`src/rtl/filt_pkg.sv`:
```
// Shared constants and word flag type for the filter2d output path.
package filt_pkg;

    localparam int PIX_W      = 8;
    localparam int PACK       = 4;
    localparam int IMG_W      = 256;
    localparam int IMG_H      = 256;
    localparam int FIFO_DEPTH = 16;

    // Per-word position markers carried alongside the packed pixels.
    typedef struct packed {
        logic sof;
        logic eol;
        logic eof;
    } word_flags_t;

    localparam int FLAG_W = $bits(word_flags_t);

endpackage

```
`src/rtl/filt_out_packer_if.sv`:
```
// Valid/ready word stream leaving the packer.
interface filt_out_packer_if #(
    parameter int DATA_W = 32
) ();
    logic              m_valid;
    logic              m_ready;
    logic [DATA_W-1:0] m_data;
    logic              m_sof;
    logic              m_eol;
    logic              m_eof;

    modport master (output m_valid, m_data, m_sof, m_eol, m_eof, input m_ready);
    modport slave  (input m_valid, m_data, m_sof, m_eol, m_eof, output m_ready);
endinterface

```
`src/rtl/filt_sync_fifo.sv`:
```
// First-word-fall-through synchronous FIFO. Head reads as zero while empty so
// the word port shows all-zero outputs whenever nothing is valid.
module filt_sync_fifo #(
    parameter int WIDTH = 35,
    parameter int DEPTH = 16
) (
    input  logic             clk,
    input  logic             rstn,
    input  logic             i_push,
    input  logic [WIDTH-1:0] i_wdata,
    input  logic             i_pop,
    output logic [WIDTH-1:0] o_rdata,
    output logic             o_full,
    output logic             o_empty
);
    localparam int AW = $clog2(DEPTH);

    logic [WIDTH-1:0] r_mem [DEPTH];
    logic [AW-1:0]    r_wptr;
    logic [AW-1:0]    r_rptr;
    logic [AW:0]      r_cnt;
    logic             w_wr;
    logic             w_rd;

    // A full FIFO still accepts a write when the head leaves on the same edge.
    assign w_wr    = i_push && (!o_full || i_pop);
    assign w_rd    = i_pop && !o_empty;
    assign o_empty = (r_cnt == '0);
    assign o_full  = (r_cnt == (AW+1)'(DEPTH));
    assign o_rdata = o_empty ? '0 : r_mem[r_rptr];

    // Pointer and occupancy bookkeeping.
    always_ff @(posedge clk) begin
        if (!rstn) begin
            r_wptr <= '0;
            r_rptr <= '0;
            r_cnt  <= '0;
        end else begin
            if (w_wr) r_wptr <= r_wptr + 1'b1;
            if (w_rd) r_rptr <= r_rptr + 1'b1;
            case ({w_wr, w_rd})
                2'b10:   r_cnt <= r_cnt + 1'b1;
                2'b01:   r_cnt <= r_cnt - 1'b1;
                default: r_cnt <= r_cnt;
            endcase
        end
    end

    // Storage; contents need no reset because the head is masked while empty.
    always_ff @(posedge clk) begin
        if (w_wr) r_mem[r_wptr] <= i_wdata;
    end

endmodule

```
`src/rtl/filt_out_packer.sv`:
```
// Packs the filter2d pixel stream PACK pixels per word, tags frame/line
// position and queues words for a valid/ready sink. Drops are flagged sticky.
module filt_out_packer #(
    parameter int PIX_W      = filt_pkg::PIX_W,
    parameter int PACK       = filt_pkg::PACK,
    parameter int IMG_W      = filt_pkg::IMG_W,
    parameter int IMG_H      = filt_pkg::IMG_H,
    parameter int FIFO_DEPTH = filt_pkg::FIFO_DEPTH
) (
    input  logic                      clk,
    input  logic                      rstn,
    input  logic                      i_strb,
    input  logic [PIX_W-1:0]          i_data,
    filt_out_packer_if.master         m,
    output logic                      o_ovf,
    input  logic                      clr_ovf,
    output logic [7:0]                o_frame_cnt
);
    import filt_pkg::*;

    localparam int DATA_W = PIX_W * PACK;
    localparam int XW     = (IMG_W > 1) ? $clog2(IMG_W) : 1;
    localparam int YW     = (IMG_H > 1) ? $clog2(IMG_H) : 1;
    localparam int LW     = (PACK > 1) ? $clog2(PACK) : 1;

    logic [XW-1:0]                r_x;
    logic [YW-1:0]                r_y;
    logic [LW-1:0]                r_lane;
    logic [PACK-2:0][PIX_W-1:0]   r_pack;
    logic                         r_ovf;
    logic [7:0]                   r_frame_cnt;

    logic                         w_x_last;
    logic                         w_y_last;
    logic                         w_lane_last;
    logic                         w_push;
    logic                         w_pop;
    logic                         w_full;
    logic                         w_empty;
    logic                         w_drop;
    word_flags_t                  w_flags;
    word_flags_t                  w_hflags;
    logic [FLAG_W+DATA_W-1:0]     w_wdata;
    logic [FLAG_W+DATA_W-1:0]     w_rdata;

    assign w_x_last    = (r_x == XW'(IMG_W-1));
    assign w_y_last    = (r_y == YW'(IMG_H-1));
    assign w_lane_last = (r_lane == LW'(PACK-1));

    // Word completes on the strobe of the last lane; it goes straight to the FIFO.
    assign w_push = i_strb && w_lane_last;
    assign w_pop  = !w_empty && m.m_ready;
    assign w_drop = w_push && w_full && !w_pop;

    assign w_flags.sof = (r_y == '0) && (r_x == XW'(PACK-1));
    assign w_flags.eol = w_x_last;
    assign w_flags.eof = w_x_last && w_y_last;
    assign w_wdata     = {w_flags, i_data, r_pack};

    filt_sync_fifo #(
        .WIDTH (FLAG_W + DATA_W),
        .DEPTH (FIFO_DEPTH)
    ) u_fifo (
        .clk     (clk),
        .rstn    (rstn),
        .i_push  (w_push),
        .i_wdata (w_wdata),
        .i_pop   (w_pop),
        .o_rdata (w_rdata),
        .o_full  (w_full),
        .o_empty (w_empty)
    );

    assign w_hflags    = word_flags_t'(w_rdata[FLAG_W+DATA_W-1:DATA_W]);
    assign m.m_valid   = !w_empty;
    assign m.m_data    = w_rdata[DATA_W-1:0];
    assign m.m_sof     = w_hflags.sof;
    assign m.m_eol     = w_hflags.eol;
    assign m.m_eof     = w_hflags.eof;
    assign o_ovf       = r_ovf;
    assign o_frame_cnt = r_frame_cnt;

    // Pixel position and lane counters; they advance on every strobe, even when the word is dropped.
    always_ff @(posedge clk) begin
        if (!rstn) begin
            r_x    <= '0;
            r_y    <= '0;
            r_lane <= '0;
        end else if (i_strb) begin
            r_lane <= w_lane_last ? '0 : r_lane + 1'b1;
            if (w_x_last) begin
                r_x <= '0;
                r_y <= w_y_last ? '0 : r_y + 1'b1;
            end else begin
                r_x <= r_x + 1'b1;
            end
        end
    end

    // Hold the leading lanes until the last pixel of the word arrives.
    always_ff @(posedge clk) begin
        if (!rstn) begin
            r_pack <= '0;
        end else if (i_strb && !w_lane_last) begin
            r_pack[r_lane] <= i_data;
        end
    end

    // Sticky overflow; a new drop outranks a clear on the same edge.
    always_ff @(posedge clk) begin
        if (!rstn) begin
            r_ovf <= 1'b0;
        end else if (w_drop) begin
            r_ovf <= 1'b1;
        end else if (clr_ovf) begin
            r_ovf <= 1'b0;
        end
    end

    // Count frames completed at the input, wrapping at 8 bits.
    always_ff @(posedge clk) begin
        if (!rstn) begin
            r_frame_cnt <= '0;
        end else if (i_strb && w_x_last && w_y_last) begin
            r_frame_cnt <= r_frame_cnt + 8'd1;
        end
    end

endmodule

```
`src/flat_wrapper.sv`:
```
// flat-port wrapper written by rule: the top's interface ports become plain ports
module filt_out_packer_flat import filt_pkg::*;
#(
    parameter int PIX_W      = filt_pkg::PIX_W,
    parameter int PACK       = filt_pkg::PACK,
    parameter int IMG_W      = filt_pkg::IMG_W,
    parameter int IMG_H      = filt_pkg::IMG_H,
    parameter int FIFO_DEPTH = filt_pkg::FIFO_DEPTH
)
  (clk, rstn, i_strb, i_data, o_ovf, clr_ovf, o_frame_cnt, m_m_valid, m_m_data, m_m_sof, m_m_eol, m_m_eof, m_m_ready);
  filt_out_packer_if #(.DATA_W((8)*(4))) m_i ();
  input  logic clk;
  input  logic rstn;
  input  logic i_strb;
  input  logic [PIX_W-1:0] i_data;
  output logic o_ovf;
  input  logic clr_ovf;
  output logic [7:0] o_frame_cnt;
  output wire logic [$bits(m_i.m_valid)-1:0] m_m_valid;
  output wire logic [$bits(m_i.m_data)-1:0] m_m_data;
  output wire logic [$bits(m_i.m_sof)-1:0] m_m_sof;
  output wire logic [$bits(m_i.m_eol)-1:0] m_m_eol;
  output wire logic [$bits(m_i.m_eof)-1:0] m_m_eof;
  input wire logic [$bits(m_i.m_ready)-1:0] m_m_ready;
  assign m_m_valid = m_i.m_valid;
  assign m_m_data = m_i.m_data;
  assign m_m_sof = m_i.m_sof;
  assign m_m_eol = m_i.m_eol;
  assign m_m_eof = m_i.m_eof;
  assign m_i.m_ready = m_m_ready;
  filt_out_packer #(.PIX_W(PIX_W), .PACK(PACK), .IMG_W(IMG_W), .IMG_H(IMG_H), .FIFO_DEPTH(FIFO_DEPTH)) u_core (.clk(clk), .rstn(rstn), .i_strb(i_strb), .i_data(i_data), .m(m_i), .o_ovf(o_ovf), .clr_ovf(clr_ovf), .o_frame_cnt(o_frame_cnt));
endmodule
```
`config.mk`:
```
export PLATFORM = sky130hd
export DESIGN_NAME = filt_out_packer_flat
export DESIGN_NICKNAME = d
export VERILOG_FILES = /design/src/rtl/filt_pkg.sv /design/src/rtl/filt_out_packer_if.sv /design/src/rtl/filt_sync_fifo.sv /design/src/rtl/filt_out_packer.sv /design/src/flat_wrapper.sv
export SDC_FILE = /design/constraint.sdc
export NUM_CORES = 1
export LEC_CHECK = 0
export ABC_CLOCK_PERIOD_IN_PS = 4620
export BUFFER_PORTS_ARGS = -buffer_cell sky130_fd_sc_hd__clkbuf_2
export CAP_MARGIN = 20
export CORE_ASPECT_RATIO = 0.75
export CORE_MARGIN = 5
export CORE_UTILIZATION = 40
export DETAILED_ROUTE_END_ITERATION = 7
export SLEW_MARGIN = 15
export SYNTH_ARGS = -nofsm -noshare
export SYNTH_HDL_FRONTEND = slang
export SYNTH_SLANG_ARGS = --single-unit
```
`constraint.sdc`:
```
create_clock -name clk -period 4.62 [get_ports clk]
set_input_delay 0 -clock clk [delete_from_list [all_inputs] [get_ports clk]]
set_output_delay 0 -clock clk [all_outputs]
set_load 0.1 [all_outputs]
```
==> qor.yml <==
setup_path:
  crit_arrival_ns: 3.65
  worstRegToRegCells: 10
  rrSetupSlack_ns: 1.32
  r2r_end: "u_core.u_fifo.r_cnt[4]"
  critPathLaunchType: "flip-flop"
  cp.required_ns: 4.62
  path_class: "reg -> out"
  critPathMaxFanout: 24
  cp-end-kind: "output pin"
  r2r-start: "u_core.u_fifo.r_cnt[0]"
power:
  powerDensity_nw_per_um2: 421
  switchingPower_uw: 2540
  comb_power_share: 0.041
  p_leak_uw: 0.00865
  power.internal_uw: 9250
  clkPwrFrac: 0.429
  vdd_drop_max_mv: 0.279
  power_frac_seq: 0.529
  swShare: 0.216
sta:
  min_period_over_period: 0.790
  final_hold_viol_count: 0
  setup_viol: 0
  hold_ws_ns: 0.384
  grt_setup_unrepaired: "no"
  slew_headroom: 0.284
  fin_crit_ns: 3.65
  tightest_slew_ns: 1.07
  fmax_mhz: 274
  fin_ws_ns: 0.969
  tns_ns: 0
  clock_skew_ns: 0.0612
  report.final.slew_viol_count: 0
route:
  vias: 12061
  wire_per_inst_um: 24.3
  vias_per_cell: 5.50
  ant_nets: 0
  first_pass_iters: 5
  dr.first_iter.drc_count: 984
  drc: 0
  wl_mm: 53.3
final_layout:
  diodes: 0
  final_util: 0.464
  nNetsFinal: 1372
  drive_above_1_share: 0.276
  final_common_cell: "edfxtp_1"
  fin_cells: 2193
  ff_latch_area_um2: 18200
  synthToLayoutAreaGrowth_pct: 14.8
  n_fill_cell: 5026
  layout_common_cells: "560 x edfxtp_1, 140 x mux4_2, 65 x dfxtp_1, 59 x clkbuf_16, 57 x clkbuf_2"
  multiInputGateArea_um2: 6000
floorplan:
  die_area_um2: 66100
  rows: 78
  core_um2: 60400
  start_util: 0.404
  ios: 58
  dieHeight_um: 224
  die_x_um: 295
placed_design:
  dpl_worst_slack_ns: 1.35
  place_congestion: 0.755
  place_hpwl_mm: 30.4
  dp.cells: 2067
  port-buffer-count: 57
hold_path:
  hold_depth: 5
  hold_end: "u_core.u_fifo.r_rptr[2]"
  hold_class: "in -> reg"
  min_from: "m_m_ready"
logic_synthesis:
  syn_inst: 1243
  ys_async_sr_fraction: 0
  syn-num-nets: 1273
  syn_area_um2: 24400
  synth_edf_count: 560
  ys.flop_type: "edfxtp_1"
  yosys_warnings: 0
  seq_area_frac_synth: 0.745
  avgSynthCellArea_um2: 19.6
  ys_seq_elements: 628
  yosysUniqueCellTypes: 48
run_status:
  outcome: "complete, no violations"
global_routing:
  grt_pass1_wl_mm: 80.8
  grt_start_max_net_pins: 54
  antenna_found_initial: 1
  grt_pass1_vias: 12498
  overflow: 0
  grt_usage: 0.162
run:
  cap_violations: 0
cts:
  numCtsBuffers: 59
  clkSlewWorstSetupHoldPaths_ns: 0.06
  cts_tree: "done"
  post_cts_resized: 0
  cts.sinks: 628
  clock_path_buffers: 3
  h-tree-depth: 2
  clkLatencyLatePin_ns: 0.65
  cts-root-buf: "clkbuf_16"
==> cell families after synthesis <==
logic type / count (synthesis) / share of synthesized area
AO/OA/AOI/OAI: 96 / 0.0289
XOR/XNOR: 18 / 0.00646
adder cells (fa/ha/maj): 17 / 0.00872
buffers and inverters: 81 / 0.0152
flip-flops: 628 / 0.745
multiplexers: 184 / 0.149
AND/OR/NAND/NOR: 219 / 0.0469
==> power groups by stage <==
stage               Clock, µW  Combinational (µW)  Sequential, µW
floorplan                   0                 373            6330
global route             5420                 519            6250
CTS                      5180                 495            6240
detailed placement          0                 486            6370
finish                   5060                 487            6240
global placement            0                 480            6360
==> state kept, by name, summed over array words and instances (netlist names), named ones only <==
signal                flops
u_core.o_ovf              1
u_core.u_fifo.r_mem     560
u_core.u_fifo.r_wptr      4
u_core.r_lane             2
u_core.r_y                8
u_core.u_fifo.r_cnt       5
u_core.r_pack            24
u_core.o_frame_cnt        8
u_core.u_fifo.r_rptr      4
u_core.r_x                8
==> critical path: stages, from the launching register on <==
cell	delay (ns)
dfxtp_1	0.35
or4_1	0.71
o211ai_4	0.87
buf_4	0.37
nor2b_1	0.07
a221o_1	0.27
clkbuf_2	0.37
==> Yosys cell counts, drive strengths merged (17+ instances only) <==
| master | count | share of area |
|---|---|---|
| nand2 | 44 | 0.0068 |
| clkbuf | 33 | 0.0051 |
| mux2 | 35 | 0.016 |
| ha | 17 | 0.0087 |
| edfxtp | 560 | 0.69 |
| a221o | 35 | 0.014 |
| a21oi | 35 | 0.0072 |
| dfxtp | 68 | 0.056 |
| buf | 35 | 0.0081 |
| nand3 | 35 | 0.0072 |
| mux4 | 140 | 0.13 |
| nor2b | 38 | 0.0097 |
| nor2 | 41 | 0.0064 |
==> timing repair <==
action	CTS	global route
setup buffers	0	0
hold buffers	13	0
endpoints found under the hold margin	180	0
==> area by class of cell <==
type,instances,share of cell area
Inverter,13,0.00174
Clock buffer,82,0.0579
Tap cell,800,0.0357
Clock inverter,30,0.0150
Sequential cell,628,0.649
Timing Repair Buffer,106,0.0265
Multi-Input combinational cell,534,0.214
==> through the flow <==
| stage | area [µm²] | power (µW) |
|---|---|---|
| 5_1_grt | 28000 | 12200 |
| 4_1_cts | 28000 | 11900 |
| 3_3_place_gp | 25800 | 6840 |
| 2_1_floorplan | 24400 | 6700 |
| 3_5_place_dp | 25800 | 6850 |
| 6_report | 28000 | 11800 |
==> layer usage <==
metal,global-route usage,up-vias,share of wire
li1,-,5255,-
met4,0.0364,2,0.017
met3,0.0290,75,0.054
met5,0,-,0.00023
met1,0.241,6420,0.46
met2,0.252,309,0.47
==> how the worst max path moves through the flow <==
stage	end	slack, ns	startpoint	cells past startpoint
after CTS	m_m_data[9]	0.86	u_core.u_fifo.r_cnt[0]	6
after floorplan	u_core.u_fifo.r_mem[0][0]	0.54	u_core.u_fifo.r_cnt[1]	6
after detailed placement	u_core.u_fifo.r_cnt[4]	1.35	u_core.u_fifo.r_cnt[0]	10
final	m_m_data[9]	0.97	u_core.u_fifo.r_cnt[0]	6
after global placement	u_core.u_fifo.r_cnt[4]	1.35	u_core.u_fifo.r_cnt[1]	9
after global routing	m_m_data[9]	0.75	u_core.u_fifo.r_cnt[1]	6
(Power assumes the default switching activity.)
